===== src/rtl/mux_pipe_reg.sv =====
`default_nettype none
// ============================================================================
//  Module   : mux_pipe_reg
//  Purpose  : N-way operand selector that feeds a pipeline stage register.
//             The register supports stall (hold), flush (bubble insertion)
//             and valid tracking. It also flags a captured valid operand
//             whose select was out of range, and counts consecutive stall
//             cycles with saturation.
//  Ports    : clk_i       - clock; all state updates on the rising edge
//             rst_i       - asynchronous, active-high reset
//             data_i      - NUM packed channels; channel k = data_i[k*SIZE +: SIZE]
//             select_i    - channel index
//             valid_i     - incoming operand is valid
//             stall_i     - hold register contents this cycle
//             flush_i     - load a bubble this cycle (beats stall_i)
//             data_o      - registered selected operand
//             valid_o     - data_o holds a valid operand
//             sel_err_o   - last captured valid operand had select_i >= NUM
//             stall_cnt_o - consecutive stall cycles, saturating at 255
//  Revision : 1.0 - initial release
// ============================================================================
module mux_pipe_reg #(
    parameter int              SIZE      = 32,
    parameter int              NUM       = 3,
    parameter int              SEL_W     = 2,
    parameter logic [SIZE-1:0] FLUSH_VAL = '0
) (
    input  logic                clk_i,
    input  logic                rst_i,
    input  logic [NUM*SIZE-1:0] data_i,
    input  logic [SEL_W-1:0]    select_i,
    input  logic                valid_i,
    input  logic                stall_i,
    input  logic                flush_i,
    output logic [SIZE-1:0]     data_o,
    output logic                valid_o,
    output logic                sel_err_o,
    output logic [7:0]          stall_cnt_o
);

    // Illegal parameter combinations stop the build.
    generate
        if ((NUM < 2) || (NUM > 16) || ((2 ** SEL_W) < NUM)) begin : g_param_check
            $error("mux_pipe_reg: illegal parameters (need 2 <= NUM <= 16 and 2**SEL_W >= NUM)");
        end
    endgenerate

    // One extra bit so NUM itself is representable even when NUM == 2**SEL_W.
    localparam logic [SEL_W:0] c_num       = (SEL_W + 1)'(NUM);
    localparam int             c_slots     = 2 ** SEL_W;
    localparam logic [7:0]     c_stall_max = 8'hFF;

    // Every encodable select value maps to a slot. Slots beyond NUM alias
    // channel 0, so the read below never indexes past the array.
    logic [SIZE-1:0] w_chan [c_slots];

    generate
        for (genvar k = 0; k < c_slots; k++) begin : g_chan
            if (k < NUM) begin : g_real
                assign w_chan[k] = data_i[k*SIZE +: SIZE];
            end else begin : g_alias
                assign w_chan[k] = data_i[0 +: SIZE];
            end
        end
    endgenerate

    logic [SIZE-1:0] w_sel_data;
    logic            w_sel_oor;

    // When NUM == 2**SEL_W this comparison is constant-false and sel_err_o
    // can never be set.
    assign w_sel_data = w_chan[select_i];
    assign w_sel_oor  = ({1'b0, select_i} >= c_num);

    logic [SIZE-1:0] r_data;
    logic            r_valid;
    logic            r_sel_err;
    logic [7:0]      r_stall_cnt;

    // Priority per edge: flush, then stall, then load.
    always_ff @(posedge clk_i or posedge rst_i) begin
        if (rst_i) begin
            r_data      <= FLUSH_VAL;
            r_valid     <= 1'b0;
            r_sel_err   <= 1'b0;
            r_stall_cnt <= 8'd0;
        end else if (flush_i) begin
            r_data      <= FLUSH_VAL;
            r_valid     <= 1'b0;
            r_sel_err   <= 1'b0;
            r_stall_cnt <= 8'd0;
        end else if (stall_i) begin
            if (r_stall_cnt != c_stall_max) begin
                r_stall_cnt <= r_stall_cnt + 8'd1;
            end
        end else begin
            // Data is captured even for an invalid operand; consumers
            // qualify it with valid_o.
            r_data      <= w_sel_data;
            r_valid     <= valid_i;
            r_sel_err   <= valid_i & w_sel_oor;
            r_stall_cnt <= 8'd0;
        end
    end

    assign data_o      = r_data;
    assign valid_o     = r_valid;
    assign sel_err_o   = r_sel_err;
    assign stall_cnt_o = r_stall_cnt;

endmodule
`default_nettype wire


===== config.mk =====
export PLATFORM = sky130hd
export DESIGN_NAME = mux_pipe_reg
export DESIGN_NICKNAME = d
export VERILOG_FILES = /design/src/rtl/mux_pipe_reg.sv
export SDC_FILE = /design/constraint.sdc
export NUM_CORES = 1
export LEC_CHECK = 0
export ABC_AREA = 1
export ABC_CLOCK_PERIOD_IN_PS = 1450
export CORE_ASPECT_RATIO = 1.25
export CORE_UTILIZATION = 36
export CTS_CLUSTER_DIAMETER = 200
export CTS_CLUSTER_SIZE = 25
export DETAILED_ROUTE_END_ITERATION = 8
export PLACE_DENSITY_LB_ADDON = 0.3
export SLEW_MARGIN = 20
export SYNTH_ARGS = -nofsm -noshare
export SYNTH_HDL_FRONTEND = slang
export SYNTH_SLANG_ARGS = --single-unit

===== constraint.sdc =====
create_clock -name clk_i -period 1.45 [get_ports clk_i]
set_clock_uncertainty 0.05 [all_clocks]
set_input_delay 0.435 -clock clk_i [delete_from_list [all_inputs] [get_ports clk_i]]
set_output_delay 0.435 -clock clk_i [all_outputs]
set_load 0.01 [all_outputs]

# Yosys cells after proc, flatten, opt, wreduce, memory -nomap -nowiden
# Cells that the tools add are included.
dict set report word_totals {
  out_inout_bits 42
  latch_bits 0
  in_bits 103
  register_bits 42
  memories 0
  mem_bits_ro 0
  wordCells 24
  ram_bits 0
}
dict set report classes {
  div_mod_pow 0
  muxes 12
  n_eq_ne 3
  shifts 0
  bitwise_logic 2
  reduce_logical 0
  n_addsub 1
  order_cmp 2
  multipliers 0
}
# operator count
set ops {}
lappend ops {{$mux 32} 4}
lappend ops {{$bmux 32 s2} 1}
lappend ops {{$mux 8} 3}
lappend ops {{$add 8x1->8 const B} 1}
lappend ops {{$ne 8x8->1 const B} 1}
lappend ops {{$mux 1} 4}
lappend ops {{$ge 3x3->1 const B} 1}
lappend ops {{$ne 3x1->1 const B} 1}
lappend ops {{$not 2->3} 1}
lappend ops {{$ge 2x2->1 const B} 1}
lappend ops {{$ne 2x1->1 const B} 1}
lappend ops {{$and 1x1->1} 1}

# Longest topological paths before layout
# Gate-level depths: netlist of the first run.
dict set report logic_depth {
  depth_word 6
  mapped_depth 8
  ltp_nobuf 7
}

# Least setup slack after synthesis of the first run
# No wires, ideal clock.
dict set report synth_path {
  kind {register to register}
  startpoint {reg r_stall_cnt[0] (netlist: stall_cnt_o[0])}
  endpoint {reg r_stall_cnt[0] (netlist: stall_cnt_o[0])}
  setup_ns 0.076
  t_required_ns 1.324
  path_slack_ns 0.199
  synth_period_minus_slack_ns 1.251
  n_path_buf 0
  t_arrival_ns 1.124
  path_stages_with_launch 8
  cell_sequence {dfrtp_1 > ha_1 > nand2_1 > inv_1 > nand3_1 > nor2_2 > nand2_1 > o21ai_1}
}
dict set report synth_between {
  elab_chain_len 4
  elab_cells_between_ends 6
  classes_between {1 x add/sub; 2 x eq/ne; 3 x mux}
}
# item line_no
set synth_rtl {}
lappend synth_rtl {{start, declared} 78} ;# logic [7:0] r_stall_cnt;
lappend synth_rtl {{start signal, assigned} 94} ;# r_stall_cnt <= r_stall_cnt + 8'd1;
lappend synth_rtl {{$add 8x1->8} 94}
lappend synth_rtl {{$mux 8} 93} ;# if (r_stall_cnt != c_stall_max) begin
lappend synth_rtl {{$mux 8} 92} ;# end else if (stall_i) begin
lappend synth_rtl {{$mux 8} 87} ;# end else if (flush_i) begin
# Parallel ways exist; a longest one is shown, timed or not. The select of a mux whose other input is x is not followed.
# A chain may end at the register's enable or synchronous reset.

# Worst setup path in the final report of the first run
dict set report layout_path {
  startpoint {reg r_data[9] (netlist: data_o[9])}
  endpoint {out data_o[9]}
}
# item line_no
set layout_lines {}
lappend layout_lines {{start, declared} 75} ;# logic [SIZE-1:0] r_data;
lappend layout_lines {{start signal, assigned} 99} ;# r_data <= w_sel_data;
lappend layout_lines {{end, declared} 35} ;# output logic [SIZE-1:0] data_o,
# No word-level cell between the ends.

==> metrics.txt, run 1 <==
PwrDens 671 nW/um^2; share of total power in combinational logic 0.289; hpwl dp 6.24 mm; XOR/XNOR share of the synthesized area 0; fraction of the mapped netlist area in adder cells 0.00459; Buffers on Ports 144; WS Path Type flip-flop to primary output; status finished, final reports clean; Sink Count 42; Worst Min Path Start stall_i; syn nets 525; Post-Syn Area 2730 um^2; IO Pins 145; net switching component of the power 0.816 mW; Post-Route WL 8.48 mm; proportion of layout cells with a drive suffix above 1 0.0922; Pleak 2.21 nW; Fmax 709 MHz; Clk pwr share 0.289; DP Area 4370 um^2; Iter 0 DRT Violations 149; CP max FO 2; Cells after Synth 421; Ys Warns 0; largest family of logic cells by synthesized area simple AND/OR/NAND/NOR gates; Setup Viol. Count Final 0; design area 4510 um^2; max-cap violations 0; Syn-to-layout area delta 65.3%; flop-to-flop setup slack 0.08 ns; DR WL met3 398 um; Synth Area per Inst 6.48 um^2; CP max stage cell dfrtp_1; Critical Path End Type primary output; Rows 35; met1 wire length 3.54 mm; Sw Share 0.270; worst reg2reg path endpoint stall_cnt_o[0]; worst-case clock buffer depth 2; Synth top area share 0.385; Core ar. 7360 um^2; Critical Path Max Stage Delay 0.38 ns; compound-cell area share of the yosys netlist 0.0161; largest area contributor in the synthesized netlist dfrtp_1; Die Ht 99.3 um; Synth Area in Simple Gates 0.509; DR WL/cell 12.7 um; Buf/Inv on CP 1; hold worst-path end stall_cnt_o[6]; CP delay by family, top flip-flops; worst path arrival time 0.93 ns; total CTS buffers 5; # diodes 0; CTS HTree Levels 2; worst slew pin tran 0.269 ns; placer congestion estimate 0.846; mux contribution to synthesized area 0; length in cells of the worst reg-to-reg path 8; Hold Crit Class primary input to flip-flop; Reg2Reg Launch Point stall_cnt_o[0]; DR pass1 iterations 5; number of global-route vias before repair 3,107; post-synthesis sequential area ratio 0.385; final net count 678; Flop pwr share 0.423; clk_lat worst skew 0.29 ns; final cycle utilization of the critical path 0.973; Initial Util 0.371; WHS Path Cells 3; total power draw 3.03 mW; vias per cell 4.88; wire length on met2 4.44 mm; final antenna-violating net count 0; die area 7930 um^2; Cell variety after synth 19; clock root buffer clkbuf_8; Final Util 0.613; die width 79.8 um; count of pins over their slew limit 0; clock slew seen by the registers of the worst setup and hold paths 0.08 ns; Min Clock Period, post-route 1.41 ns; Total Routing Usage GR 0.220; drc violations 0; global-route wire length before repair 14.0 mm; grt total ovfl 0; CTS tree built; top cells by area, synth dfrtp_1 39%, nand2_1 29%, nand3_1 19%, buf_2 2.6%, buf_6 2.5%; Pint 2.21 mW; synthesis-stage register bit count 42; largest net degree at the start of global routing 43; detailed-route via count 3,255; top layer in use met4; Peak supply drop 398 uV; CP Cell Sequence clkdlybuf4s15_1; final hold viol count 0; Slew HR 0.820; antenna violations before repair 0; Worst Path Required 0.97 ns; Critical Path Start Type flip-flop
-- how the worst max path moves through the flow --
stage                      to  cells after the start           start  slack, ns
3_5_place_dp       data_o[25]                      6         flush_i      -0.27
2_1_floorplan  stall_cnt_o[0]                      7  stall_cnt_o[0]       0.20
4_1_cts        stall_cnt_o[0]                      1  stall_cnt_o[0]    0.00003
6_report            data_o[9]                      1       data_o[9]       0.04
5_1_grt        stall_cnt_o[0]                      8  stall_cnt_o[0]      -0.02
3_3_place_gp   stall_cnt_o[7]                      8         stall_i      -0.22
-- layer usage --
layer | global-route usage | vias up
li1 | - | 1660
met3 | 0.0367 | 8
met1 | 0.262 | 1490
met5 | 0 | -
met4 | 0.0426 | 0
met2 | 0.410 | 97
-- area by class of cell --
class	instances	area, um^2
clock buffers	8	110
fillers	690	2850
inverters	12	48.8
multi-input cells	340	1460
flip-flops and latches	42	1050
well taps	92	115
repair buffers	173	1720
-- Yosys cell counts --
master	n
nor3_1	2
a21oi_1	1
inv_1	10
o21ai_0	4
nand3_1	104
clkbuf_1	1
inv_2	2
nand4_1	2
nand2_1	212
buf_2	14
nor2_1	8
buf_4	6
buf_6	6
nand2_2	1
dfrtp_1	42
nor2_2	2
o21ai_1	2
ha_1	1
a22o_1	1
-- sequential cells by signal (all words and copies together) (netlist names) --
| name | count |
|---|---|
| data_o | 32 |
| stall_cnt_o | 8 |
| sel_err_o | 1 |
| valid_o | 1 |
-- layout by cell type, fill, tap and decap left out --
cell type	n
a21oi_1	1
a22o_1	1
buf_12	7
buf_2	1
buf_4	21
buf_6	1
clkbuf_2	5
clkbuf_8	8
clkdlybuf4s15_1	37
clkdlybuf4s50_1	100
clkinvlp_4	1
dfrtp_1	42
dlymetal6s2s_1	1
ha_1	1
inv_1	8
inv_2	3
nand2_1	211
nand2_2	2
nand3_1	103
nand3_2	1
nand4_1	2
nor2_1	7
nor2_2	2
nor2_4	1
nor3_1	2
o21ai_0	4
o21ai_1	2
-- per-stage QoR --
stage                     TNS, ns  cells  hold slack [ns]  worst slack (ns)
final                           0    667            0.420            0.0388
after global routing      -0.0277    667            0.432           -0.0183
after CTS                       0    665            0.431         0.0000329
after detailed placement    -8.42    655            0.415            -0.267
after global placement      -7.62    655            0.411            -0.217
after floorplan                 0    421            0.377             0.199
-- cells by family after synthesis --
group | after synthesis
AND/OR/NAND/NOR | 331
buffers and inverters | 39
flip-flops | 42
adder cells (fa/ha/maj) | 1
AO/OA/AOI/OAI | 8
-- power groups by stage --
stage          logic, mW  registers [mW]  clock network, mW
4_1_cts            0.874            1.28              0.894
6_report           0.873            1.28              0.874
3_5_place_dp       0.903            1.30                  0
5_1_grt            0.963            1.29              0.938
2_1_floorplan      0.335            1.33                  0
3_3_place_gp       0.890            1.30                  0
-- repair_timing --
action,CTS,global route
hold buffers,0,0
resized for setup,71,25
setup endpoints to repair,43,29
pin swaps,1,1
setup buffers,2,2
No activity file was read; power rests on OpenSTA's default activity.
==> run 2, diff against run 1 <==
- ABC_CLOCK_PERIOD_IN_PS: 1450 -> 1560
- clock period: 1.45 -> 1.56 ns (I/O delays scaled with it)
==> metrics.txt, run 2 (synthesis results as in run 1) <==
Fillers 749 (+8.6%); grt total ovfl 0 (unchanged); largest net degree at the start of global routing 43 (unchanged); proportion of layout cells with a drive suffix above 1 0.0585 (-0.0337); vias per cell 5.02 (+2.9%); length in cells of the worst reg-to-reg path 7 (-1); DR pass1 iterations 4 (-1); worst reg2reg path endpoint stall_cnt_o[0]; CTS tree built; Initial Util 0.371 (unchanged); Min Clock Period, post-route 1.52 ns; max-cap violations 0 (unchanged); Pleak 2.26 nW (+2.3%); CP delay by family, top flip-flops; total CTS buffers 5 (unchanged); CTS HTree Levels 2 (unchanged); Hold-fix buffers, CTS 0 (unchanged); final net count 669 (-1.3%); drc violations 0 (unchanged); status finished, final reports clean; Rows 35 (unchanged); worst slew pin tran 0.262 ns (-0.00771 ns); clk_lat worst skew 0.29 ns (about the same); Sink Count 42 (unchanged); design area 4360 um^2 (-3.2%); Critical Path Max Stage Delay 0.42 ns (+0.04 ns); clock slew seen by the registers of the worst setup and hold paths 0.08 ns (about the same); Reg2Reg Launch Point stall_cnt_o[1]; PwrDens 611 nW/um^2 (-8.9%); Hold Crit Class flip-flop to flip-flop; die area 7930 um^2 (unchanged); placer congestion estimate 0.886 (+4.7%); hpwl dp 6.23 mm (-0.18%); antenna violations before repair 0 (unchanged); final antenna-violating net count 0 (unchanged); Critical Path End Type primary output; CP Cell Sequence dlygate4sd2_1; Multi-input gate area 1440 um^2 (-1.0%); die width 79.8 um (unchanged); most frequent cells in the layout 212 x nand2_1, 104 x nand3_1, 101 x clkdlybuf4s50_1, 42 x dfrtp_1, 41 x dlygate4sd2_1; Core ar. 7360 um^2 (unchanged); worst path arrival time 1.01 ns (+0.08 ns); Peak supply drop 340 uV (-14%); Buffers on Ports 144 (unchanged); CP max stage cell dfrtp_1; Setup Viol. Count Final 0 (unchanged); Worst Min Path Start data_o[31]; Fmax 657 MHz; Syn-to-layout area delta 59.9%; worst-case clock buffer depth 2 (unchanged); Buf/Inv on CP 1 (unchanged); hold_ws 0.425 ns (+0.00486 ns); DR WL/cell 12.9 um (+1.4%); detailed-route via count 3,295 (+1.2%); WS Path Type flip-flop to primary output; Iter 0 DRT Violations 121 (-19%); global-route wire length before repair 13.8 mm (-1.5%); unrepaired setup endpoints after global routing no; Slew HR 0.825 (+0.00450); WHS Path Cells 2 (-1); Die Ht 99.3 um (unchanged); IO Pins 145 (unchanged); Register Area 1050 um^2 (unchanged); hold worst-path end data_o[31]; count of pins over their slew limit 0 (unchanged); Worst Path Required 1.04 ns (+0.07 ns); number of global-route vias before repair 3,137 (+0.97%); Total Routing Usage GR 0.217 (-0.00266); flop-to-flop setup slack 0.18 ns (+0.10 ns); CP max FO 4 (+2); DP Area 4310 um^2 (-1.3%); max reg flops 32 (unchanged); final cycle utilization of the critical path 0.976; commonest non-fill, non-tap cell in the layout nand2_1; Post-Route WL 8.45 mm (-0.27%); final hold viol count 0 (unchanged); Critical Path Start Type flip-flop; # diodes 0 (unchanged); clock root buffer clkbuf_8
## run 2: cell type report
type | instances | area share
clock buffers | 6 | 0.0189
well taps | 92 | 0.0264
multi-input cells | 340 | 0.331
inverters | 12 | 0.0103
flip-flops and latches | 42 | 0.241
repair buffers | 164 | 0.372
## run 2: stage by stage
step	setup TNS (ns)	power [mW]	utilization	cells	setup WS (ns)
after global routing	0	2.82	0.593	656	0.00154
after global placement	-5.05	2.03	0.586	648	-0.161
final	0	2.67	0.593	656	0.0368
after CTS	0	2.69	0.593	656	0.0236
after detailed placement	-5.43	2.04	0.586	648	-0.179
after floorplan	0	1.55	-	421	0.0676
## run 2: worst max path at each step
| stage | start | to | slack [ns] | depth (start not counted) |
|---|---|---|---|---|
| detailed placement | flush_i | data_o[23] | -0.18 | 6 |
| global route | stall_cnt_o[1] | stall_cnt_o[1] | 0.002 | 1 |
| CTS | stall_cnt_o[0] | stall_cnt_o[0] | 0.02 | 1 |
| finish | stall_cnt_o[0] | stall_cnt_o[0] | 0.04 | 1 |
| floorplan | rst_i | data_o[0] | 0.07 | 1 |
| global placement | flush_i | data_o[23] | -0.16 | 6 |
## run 2: routing by layer
metal  track usage  wire, um  up-vias
met2         0.411      4380      117
met4        0.0687       196        0
met5             0         0        -
li1              -         -     1642
met1         0.239      3290     1519
met3        0.0422       594       17
## run 2: what timing repair did
action                     CTS  global route
resized for setup           42             1
setup endpoints to repair   42             1
setup buffers                2             0
## run 2: power by group
group | switching [mW] | total, mW | internal (mW) | leakage [nW]
combinational | 0.351 | 0.783 | 0.432 | 1.66
clock | 0.355 | 0.697 | 0.342 | 0.0431
sequential | 0.0356 | 1.19 | 1.15 | 0.563
total | 0.741 | 2.67 | 1.93 | 2.26
